**src/rtl/sdram_arb_pkg.sv**
```systemverilog
// Shared types and default widths for the SDRAM arbiter.
// Imported by the arbiter top and its round-robin picker.
package sdram_arb_pkg;

  localparam int SDRAM_ADDR_W = 25;
  localparam int SDRAM_DATA_W = 16;

  typedef enum logic [1:0] {
    IDLE,
    BUSY,
    RELEASE
  } arb_state_t;

endpackage

```
**src/rtl/rr_picker.sv**
```systemverilog
// Round-robin picker: lowest distance after `last` wins, with wrap.
// Purely combinational; `any` flags that some client is requesting.
import sdram_arb_pkg::*;

module rr_picker #(
  parameter int N  = 2,
  parameter int LW = $clog2(N)
) (
  input  logic [N-1:0]  req,
  input  logic [LW-1:0] last,
  output logic [N-1:0]  win,
  output logic [LW-1:0] idx,
  output logic          any
);

  int d;
  int best;

  always_comb begin
    d    = 0;
    best = N;
    idx  = '0;
    any  = |req;
    for (int i = 0; i < N; i++) begin
      if (req[i]) begin
        d = (i + N - 1 - int'(last)) % N;
        if (d < best) begin
          best = d;
          idx  = LW'(i);
        end
      end
    end
    win = '0;
    for (int i = 0; i < N; i++) begin
      win[i] = any && (idx == LW'(i));
    end
  end

endmodule

```
**src/rtl/sdram_arbiter.sv**
```systemverilog
// N-client round-robin arbiter in front of the single SDRAM controller.
// Optional transaction watchdog: define SDRAM_ARB_TIMEOUT_EN.
import sdram_arb_pkg::*;

module sdram_arbiter #(
  parameter int N_CLIENTS      = 2,
  parameter int ADDR_W         = SDRAM_ADDR_W,
  parameter int DATA_W         = SDRAM_DATA_W,
  parameter int TIMEOUT_CYCLES = 1024
) (
  input  logic                        Clk,
  input  logic                        Reset_n,
  input  logic [N_CLIENTS-1:0]        req,
  input  logic [N_CLIENTS*ADDR_W-1:0] addr,
  input  logic [N_CLIENTS*DATA_W-1:0] din,
  input  logic [N_CLIENTS-1:0]        we,
  output logic [N_CLIENTS-1:0]        gnt,
  output logic [N_CLIENTS-1:0]        done,
  output logic [N_CLIENTS-1:0]        err,
  output logic [DATA_W-1:0]           Dout,
  output logic [ADDR_W-1:0]           ctl_Addr,
  output logic [DATA_W-1:0]           ctl_Din,
  output logic                        ctl_WE,
  output logic                        ctl_Act,
  input  logic                        ctl_R,
  input  logic [DATA_W-1:0]           ctl_Dout
);

  localparam int LW = $clog2(N_CLIENTS);

  arb_state_t state;
  arb_state_t state_nx;

  logic [LW-1:0]        last;
  logic [N_CLIENTS-1:0] win;
  logic [LW-1:0]        win_idx;
  logic                 any;

  logic [ADDR_W-1:0] sel_addr;
  logic [DATA_W-1:0] sel_din;
  logic              sel_we;
  logic              tmo;
  logic              finish;

  rr_picker #(
    .N  (N_CLIENTS),
    .LW (LW)
  ) u_pick (
    .req  (req),
    .last (last),
    .win  (win),
    .idx  (win_idx),
    .any  (any)
  );

  // route the winning client's request fields
  always_comb begin
    sel_addr = '0;
    sel_din  = '0;
    sel_we   = 1'b0;
    for (int i = 0; i < N_CLIENTS; i++) begin
      if (win[i]) begin
        sel_addr = addr[i*ADDR_W +: ADDR_W];
        sel_din  = din[i*DATA_W +: DATA_W];
        sel_we   = we[i];
      end
    end
  end

`ifdef SDRAM_ARB_TIMEOUT_EN
  localparam int CW = $clog2(TIMEOUT_CYCLES);

  logic [CW-1:0] cnt;

  // BUSY cycles without a controller response
  always_ff @(posedge Clk or negedge Reset_n) begin
    if (!Reset_n) begin
      cnt <= '0;
    end else if (state != BUSY) begin
      cnt <= '0;
    end else if (!ctl_R) begin
      cnt <= cnt + CW'(1);
    end
  end

  assign tmo = (state == BUSY) && !ctl_R &&
               (cnt == CW'(TIMEOUT_CYCLES - 1));

  // abort pulse to the owner when the watchdog fires
  always_ff @(posedge Clk or negedge Reset_n) begin
    if (!Reset_n) begin
      err <= '0;
    end else begin
      err <= tmo ? gnt : '0;
    end
  end
`else
  // no watchdog: a transaction waits for the controller forever
  assign tmo = (TIMEOUT_CYCLES < 0);
  assign err = '0;
`endif

  assign finish = (state == BUSY) && (ctl_R || tmo);

  // state register
  always_ff @(posedge Clk or negedge Reset_n) begin
    if (!Reset_n) begin
      state <= IDLE;
    end else begin
      state <= state_nx;
    end
  end

  // next state
  always_comb begin
    state_nx = state;
    unique case (state)
      IDLE:    if (any) state_nx = BUSY;
      BUSY:    if (finish) state_nx = RELEASE;
      RELEASE: state_nx = IDLE;
      default: state_nx = IDLE;
    endcase
  end

  // grant, controller drive, completion and read data
  always_ff @(posedge Clk or negedge Reset_n) begin
    if (!Reset_n) begin
      gnt      <= '0;
      done     <= '0;
      Dout     <= '0;
      ctl_Addr <= '0;
      ctl_Din  <= '0;
      ctl_WE   <= 1'b0;
      ctl_Act  <= 1'b0;
      last     <= LW'(N_CLIENTS - 1);
    end else begin
      done <= '0;
      if (state == IDLE && any) begin
        ctl_Addr <= sel_addr;
        ctl_Din  <= sel_din;
        ctl_WE   <= sel_we;
        ctl_Act  <= 1'b1;
        gnt      <= win;
        last     <= win_idx;
      end
      if (finish) begin
        done    <= gnt;
        gnt     <= '0;
        ctl_Act <= 1'b0;
        if (ctl_R && !ctl_WE) begin
          Dout <= ctl_Dout;
        end
      end
    end
  end

endmodule
```
**config.mk**
```make
export PLATFORM = sky130hd
export DESIGN_NAME = sdram_arbiter
export DESIGN_NICKNAME = d
export VERILOG_FILES = /design/src/rtl/sdram_arb_pkg.sv /design/src/rtl/rr_picker.sv /design/src/rtl/sdram_arbiter.sv
export SDC_FILE = /design/constraint.sdc
export NUM_CORES = 1
export LEC_CHECK = 0
export CAP_MARGIN = 25
export CORE_UTILIZATION = 35
export CTS_BUF_LIST = sky130_fd_sc_hd__clkbuf_4 sky130_fd_sc_hd__clkbuf_8
export CTS_CLUSTER_SIZE = 12
export DETAILED_ROUTE_END_ITERATION = 10
export PLACE_DENSITY = 0.78
export SYNTH_ARGS = -nofsm -noshare
export SYNTH_HDL_FRONTEND = slang
export SYNTH_HIERARCHICAL = 1
export SYNTH_SLANG_ARGS = --single-unit
```
**constraint.sdc**
```tcl
create_clock -name Clk -period 1.5 [get_ports Clk]
set_input_delay 0.375 -clock Clk [delete_from_list [all_inputs] [get_ports Clk]]
set_output_delay 0.375 -clock Clk [all_outputs]
set_load 0.1 [all_outputs]
```
# Word level (Yosys, flattened, before mapping)
# Index checks and enable logic that the tools add are counted.
# op_classes
add_sub_neg,2
order_cmp,2
n_eq_ne,3
muxes,18
bitwise_logic,3
n_reduce_logical,11
# ops
op,count
$mux W32,2
$mux W25,2
$lt A2 B32 Y1,1
$mux W16,2
$mux W2,5
$mux W1,6
$logic_and A1 B1 Y1,5
$ne A2 B2 Y1 const B,2
$pmux W2 S2,1
$reduce_and A2 Y1,2
$lt A2 B3 Y1 const B,1
$sub A2 B1 Y3 const A,1
$and A1 B1 Y1,2
$eq A2 B1 Y1 const B,1
$logic_not A2 Y1,1
$reduce_bool A2 Y1,1
$reduce_or A2 Y1,1
$sub A1 B1 Y2 const A,1
$logic_not A1 Y1,1
$not A1 Y1,1
# totals
register_bits,66
in_bits,105
out_inout_bits,65
elab_cells,48

# Depth between registers and ports, before layout
# logic_depth
depth_word,12
mapped_depth,7
ltp_nobuf,5

# Modules after synthesis
# Netlist, hierarchy kept.
# modules_own_cells
module,n_inst,cells_per_inst,area_each_um2,seq_area_each_um2
sdram_arbiter,1,248,2875.3,1652.8
rr_picker,1,5,32.5,0.0

# Worst setup path before layout
# OpenSTA, ideal clock, no wires.
# synth_timing
path_kind,flip-flop to flip-flop
startpoint,reg ctl_WE
endpoint,reg Dout[10]
setup_time_ps,126
t_arrival_ps,1583
setup_slack_ps,-209
path_stages_with_launch,4
period_less_slack_ps,1709
cell_sequence,dfrtp_1 -> nor2_8 -> buf_12 -> mux2_4
# synth_via
elab_chain_len,3
# synth_rtl
element,line_no,rtl
from (decl),sdram_arbiter.sv:23,"output logic ctl_WE,"
from (signal assigned),sdram_arbiter.sv:141,ctl_WE <= sel_we;
$logic_not A1 Y1,sdram_arbiter.sv:150,if (ctl_R && !ctl_WE) begin
$logic_and A1 B1 Y1,sdram_arbiter.sv:150,
$reduce_and A2 Y1 (no source line),n/a,
to (signal assigned),sdram_arbiter.sv:151,Dout <= ctl_Dout;
to (decl),sdram_arbiter.sv:20,"output logic [DATA_W-1:0] Dout,"
# Every way passes these cells.
# A chain may end at the register's enable or synchronous reset.

# Worst setup path after layout
# layout_timing
startpoint,reg last
endpoint,reg ctl_Addr[18]
# layout_via
elab_chain_len,12
elab_cells_between_ends,15
# layout_rtl
element,line_no,rtl
from (decl),sdram_arbiter.sv:34,logic [LW-1:0] last;
from (signal assigned),sdram_arbiter.sv:135,last <= LW'(N_CLIENTS - 1);
from (signal assigned),sdram_arbiter.sv:144,last <= win_idx;
$sub A1 B1 Y2,rr_picker.sv:26,d = (i + N - 1 - int'(last)) % N;
$and A1 B1 Y1 (no source line),n/a,
$lt A2 B3 Y1,rr_picker.sv:27,if (d < best) begin
$mux W32,rr_picker.sv:27,
$mux W32,rr_picker.sv:25,if (req[i]) begin
$lt A2 B32 Y1 *,rr_picker.sv:27,
$mux W1 *,rr_picker.sv:27,
$mux W1 *,rr_picker.sv:25,
$not A1 Y1 *,rr_picker.sv:35,win[i] = any && (idx == LW'(i));
$logic_and A1 B1 Y1 *,rr_picker.sv:35,
via win[0],sdram_arbiter.sv:35,logic [N_CLIENTS-1:0] win;
$mux W25 * (2 in series),sdram_arbiter.sv:62,if (win[i]) begin
to (signal assigned),sdram_arbiter.sv:139,ctl_Addr <= sel_addr;
to (decl),sdram_arbiter.sv:21,"output logic [ADDR_W-1:0] ctl_Addr,"
# The timed path passes the listed nets; every way through them passes the cells marked *.

==> impl_metrics.toml <==
[outcome]
run_status = "finished with violations"
violations = "negative setup slack"

[critical_path]
regToRegEndpoint = "ctl_Addr[18]"
setup.worst_path.class = "flop to flop"
r2r_slack_ns = -0.05
arrival_ns = 1.79
cp_max_fo = 7
cp-start-kind = "flop"
reg2regPathDepth = 7
path_cells = "inv_1 -> a21boi_2 -> nor2b_4 -> buf_12 -> clkbuf_16 -> a22oi_2 -> a21oi_1"
r2r_start = "last"
critPathMaxStageDelay_ns = 0.54
critPathSlowestCell = "dfstp_2"
critPathCaptureType = "flop"
required_ns = 1.74

[placed_design]
gp_congestion = 0.777
dp_hpwl_mm = 6.13
placed_cells = 516
port_buffers = 167

[run]
max_cap_violations = 0

[yosys]
yosys.area.top_type = "dfrtp_1"
synthTopCellsByArea = "dfrtp_1 (56%), a22oi_1 (11%), a21oi_1 (7.1%)"
yosys_warnings = 6
seq_area_frac_synth = 0.568
synth_cell_types = 28
syn_avg_cell_area_um2 = 11.5
synth_seq_cells = 66
synthCells = 253
syn_area_mm2 = 0.00291
synth_top_area_share = 0.559

[drt]
postRouteAntennaNets = 0
wl_met1_mm = 3.66
wl_met3_um = 597
post_drt_wl_per_cell_um = 17.0
vias = 2712
top_layer_used = "met4"
drt_iter0_markers = 81
route.detailed.drc = 0
via_per_inst = 4.99
drt_pre_antenna_iters = 4
drt-total-wl_mm = 9.23
wl_met2_mm = 4.92

[grt]
antenna_found_initial = 0
grt_pass1_vias = 2728
grt_overflow = 0
grt_max_degree = 30
grt_pass1_wl_mm = 13.5
grt_use_total = 0.203

[clocking]
cts_tree = "built"
clkLatencyLatePin_ns = 0.33
cts_num_sinks = 66
path_clk_slew_ns = 0.07
cts-htree-levels = 3
clock_path_buffers = 2
root_buffer = "clkbuf_8"
cts_buffers = 9

[timing]
skew_ns = 0.00998
hold_violations = 0
rsz0062_at_grt = "true"
fin_ws_ns = -0.0507
period_share = 1.03
fmax_ghz = 0.645
timing.hold.ws_ns = 0.513
finalSetupTns_ns = -0.119
finalSetupViolCount = 8
fin_crit_ns = 1.55
maxSlewViolCount = 0

[die]
die_x_um = 93.2
io_pins = 170
core_area_mm2 = 0.00789
start_util = 0.369
rows = 32
die_y_um = 93.2
dieArea_mm2 = 0.00868

[cells_and_area]
area_growth_pct = 105
final_cell_count_no_fill = 543
drive_gt1_frac = 0.385
nNetsFinal = 541
antenna_cells = 0

[min_path]
hold_path_class = "primary input to asynchronous set/reset pin"
## layout by cell type (no fill, tap or decap), drive strengths merged
master         count
a22o               2
nor2              45
a22oi             41
clkbuf            16
or2                1
clkdlybuf4s50    101
and2               2
mux2              17
nand2              1
nand3b             2
a21o               1
bufinv             1
a31oi              1
clkinvlp           2
dlygate4sd2        1
dfrtp             65
mux2i              1
a21oi             41
inv                3
dlygate4sd3        1
conb               2
a21boi             3
nor3b              1
dfstp              1
buf               86
clkinv             1
nor2b              1
bufbuf             1
## synthesized netlist by cell type
library cell,instances
or2_1,1
a21oi_1,41
mux2i_1,1
a22o_1,2
mux2_2,7
mux2_4,10
nand2_1,1
buf_4,10
nand3b_4,1
and2_1,2
a31oi_1,1
nor2b_1,1
buf_2,7
a21boi_0,2
inv_1,3
nor2_8,1
clkbuf_1,1
buf_12,1
buf_6,4
dfrtp_1,65
conb_1,1
a22oi_1,41
nor2_1,44
nor3b_2,1
a21boi_1,1
dfstp_2,1
a21o_2,1
nand3b_1,1
## layout make-up
| class | count | area (µm²) |
|---|---|---|
| flip-flops and latches | 66 | 1650 |
| multi-input cells | 162 | 1260 |
| fillers | 484 | 1930 |
| clock inverters | 4 | 50.0 |
| clock buffers | 12 | 159 |
| well taps | 102 | 128 |
| repair buffers | 194 | 2690 |
| inverters | 3 | 11.3 |
## logic make-up (layout without fill, tap and decap cells)
kind of cell,after synthesis,count (layout),share of synthesized area
compound gates,89,89,0.195
buf+inv,26,213,0.0654
flops,66,66,0.568
mux,18,18,0.0822
other cells,1,2,0.00129
simple gates,53,53,0.0874
## flip-flops by register name (all words and copies together), names as in the netlist
register,cells
Dout,16
done,2
ctl_WE,1
state,2
gnt,2
ctl_Addr,25
ctl_Din,16
ctl_Act,1
last,1
## how the worst max path moves through the flow
stage	from	endpoint	slack (ns)	cells past startpoint
2_1_floorplan	ctl_WE	Dout[10]	0.07	3
3_3_place_gp	req[0]	ctl_Din[6]	-0.45	6
3_5_place_dp	req[0]	ctl_Din[15]	-0.51	6
4_1_cts	last	ctl_Addr[9]	-0.01	7
5_1_grt	last	ctl_WE	-0.09	7
6_report	last	ctl_Addr[18]	-0.05	7
## what timing repair did
| item | CTS | global route |
|---|---|---|
| hold buffers | 1 | 0 |
| gates cloned | 2 | 3 |
| endpoints found under the setup margin | 46 | 42 |
| gates resized for setup | 7 | 40 |
| pin swaps | 14 | 31 |
| buffers inserted | 4 | 2 |
| endpoints found under the hold margin | 15 | 0 |
## critical path, delay by kind of cell (launching register included)
| family | cells | cell delay (ns) |
|---|---|---|
| AO/OA/AOI/OAI | 3 | 0.39 |
| AND/OR/NAND/NOR | 1 | 0.19 |
| flip-flops | 1 | 0.54 |
| buffers and inverters | 3 | 0.37 |
## routing by layer
layer  GRT usage  vias up
met3      0.0618        4
met2       0.347      100
li1            -     1262
met5           0        -
met4      0.0615        0
met1       0.246     1346
## metrics by stage
stage / area, µm² / util / worst slack [ns]
final: 5950 / 0.755 / -0.0507
after floorplan: 2910 / - / 0.0739
after CTS: 5710 / 0.724 / -0.0109
after global placement: 5380 / 0.682 / -0.447
after detailed placement: 5380 / 0.682 / -0.510
after global routing: 5950 / 0.755 / -0.0879
Power is left out: the tool's default activity adds up to more than one toggle a clock period on the data nets, which glitch-free logic cannot reach.
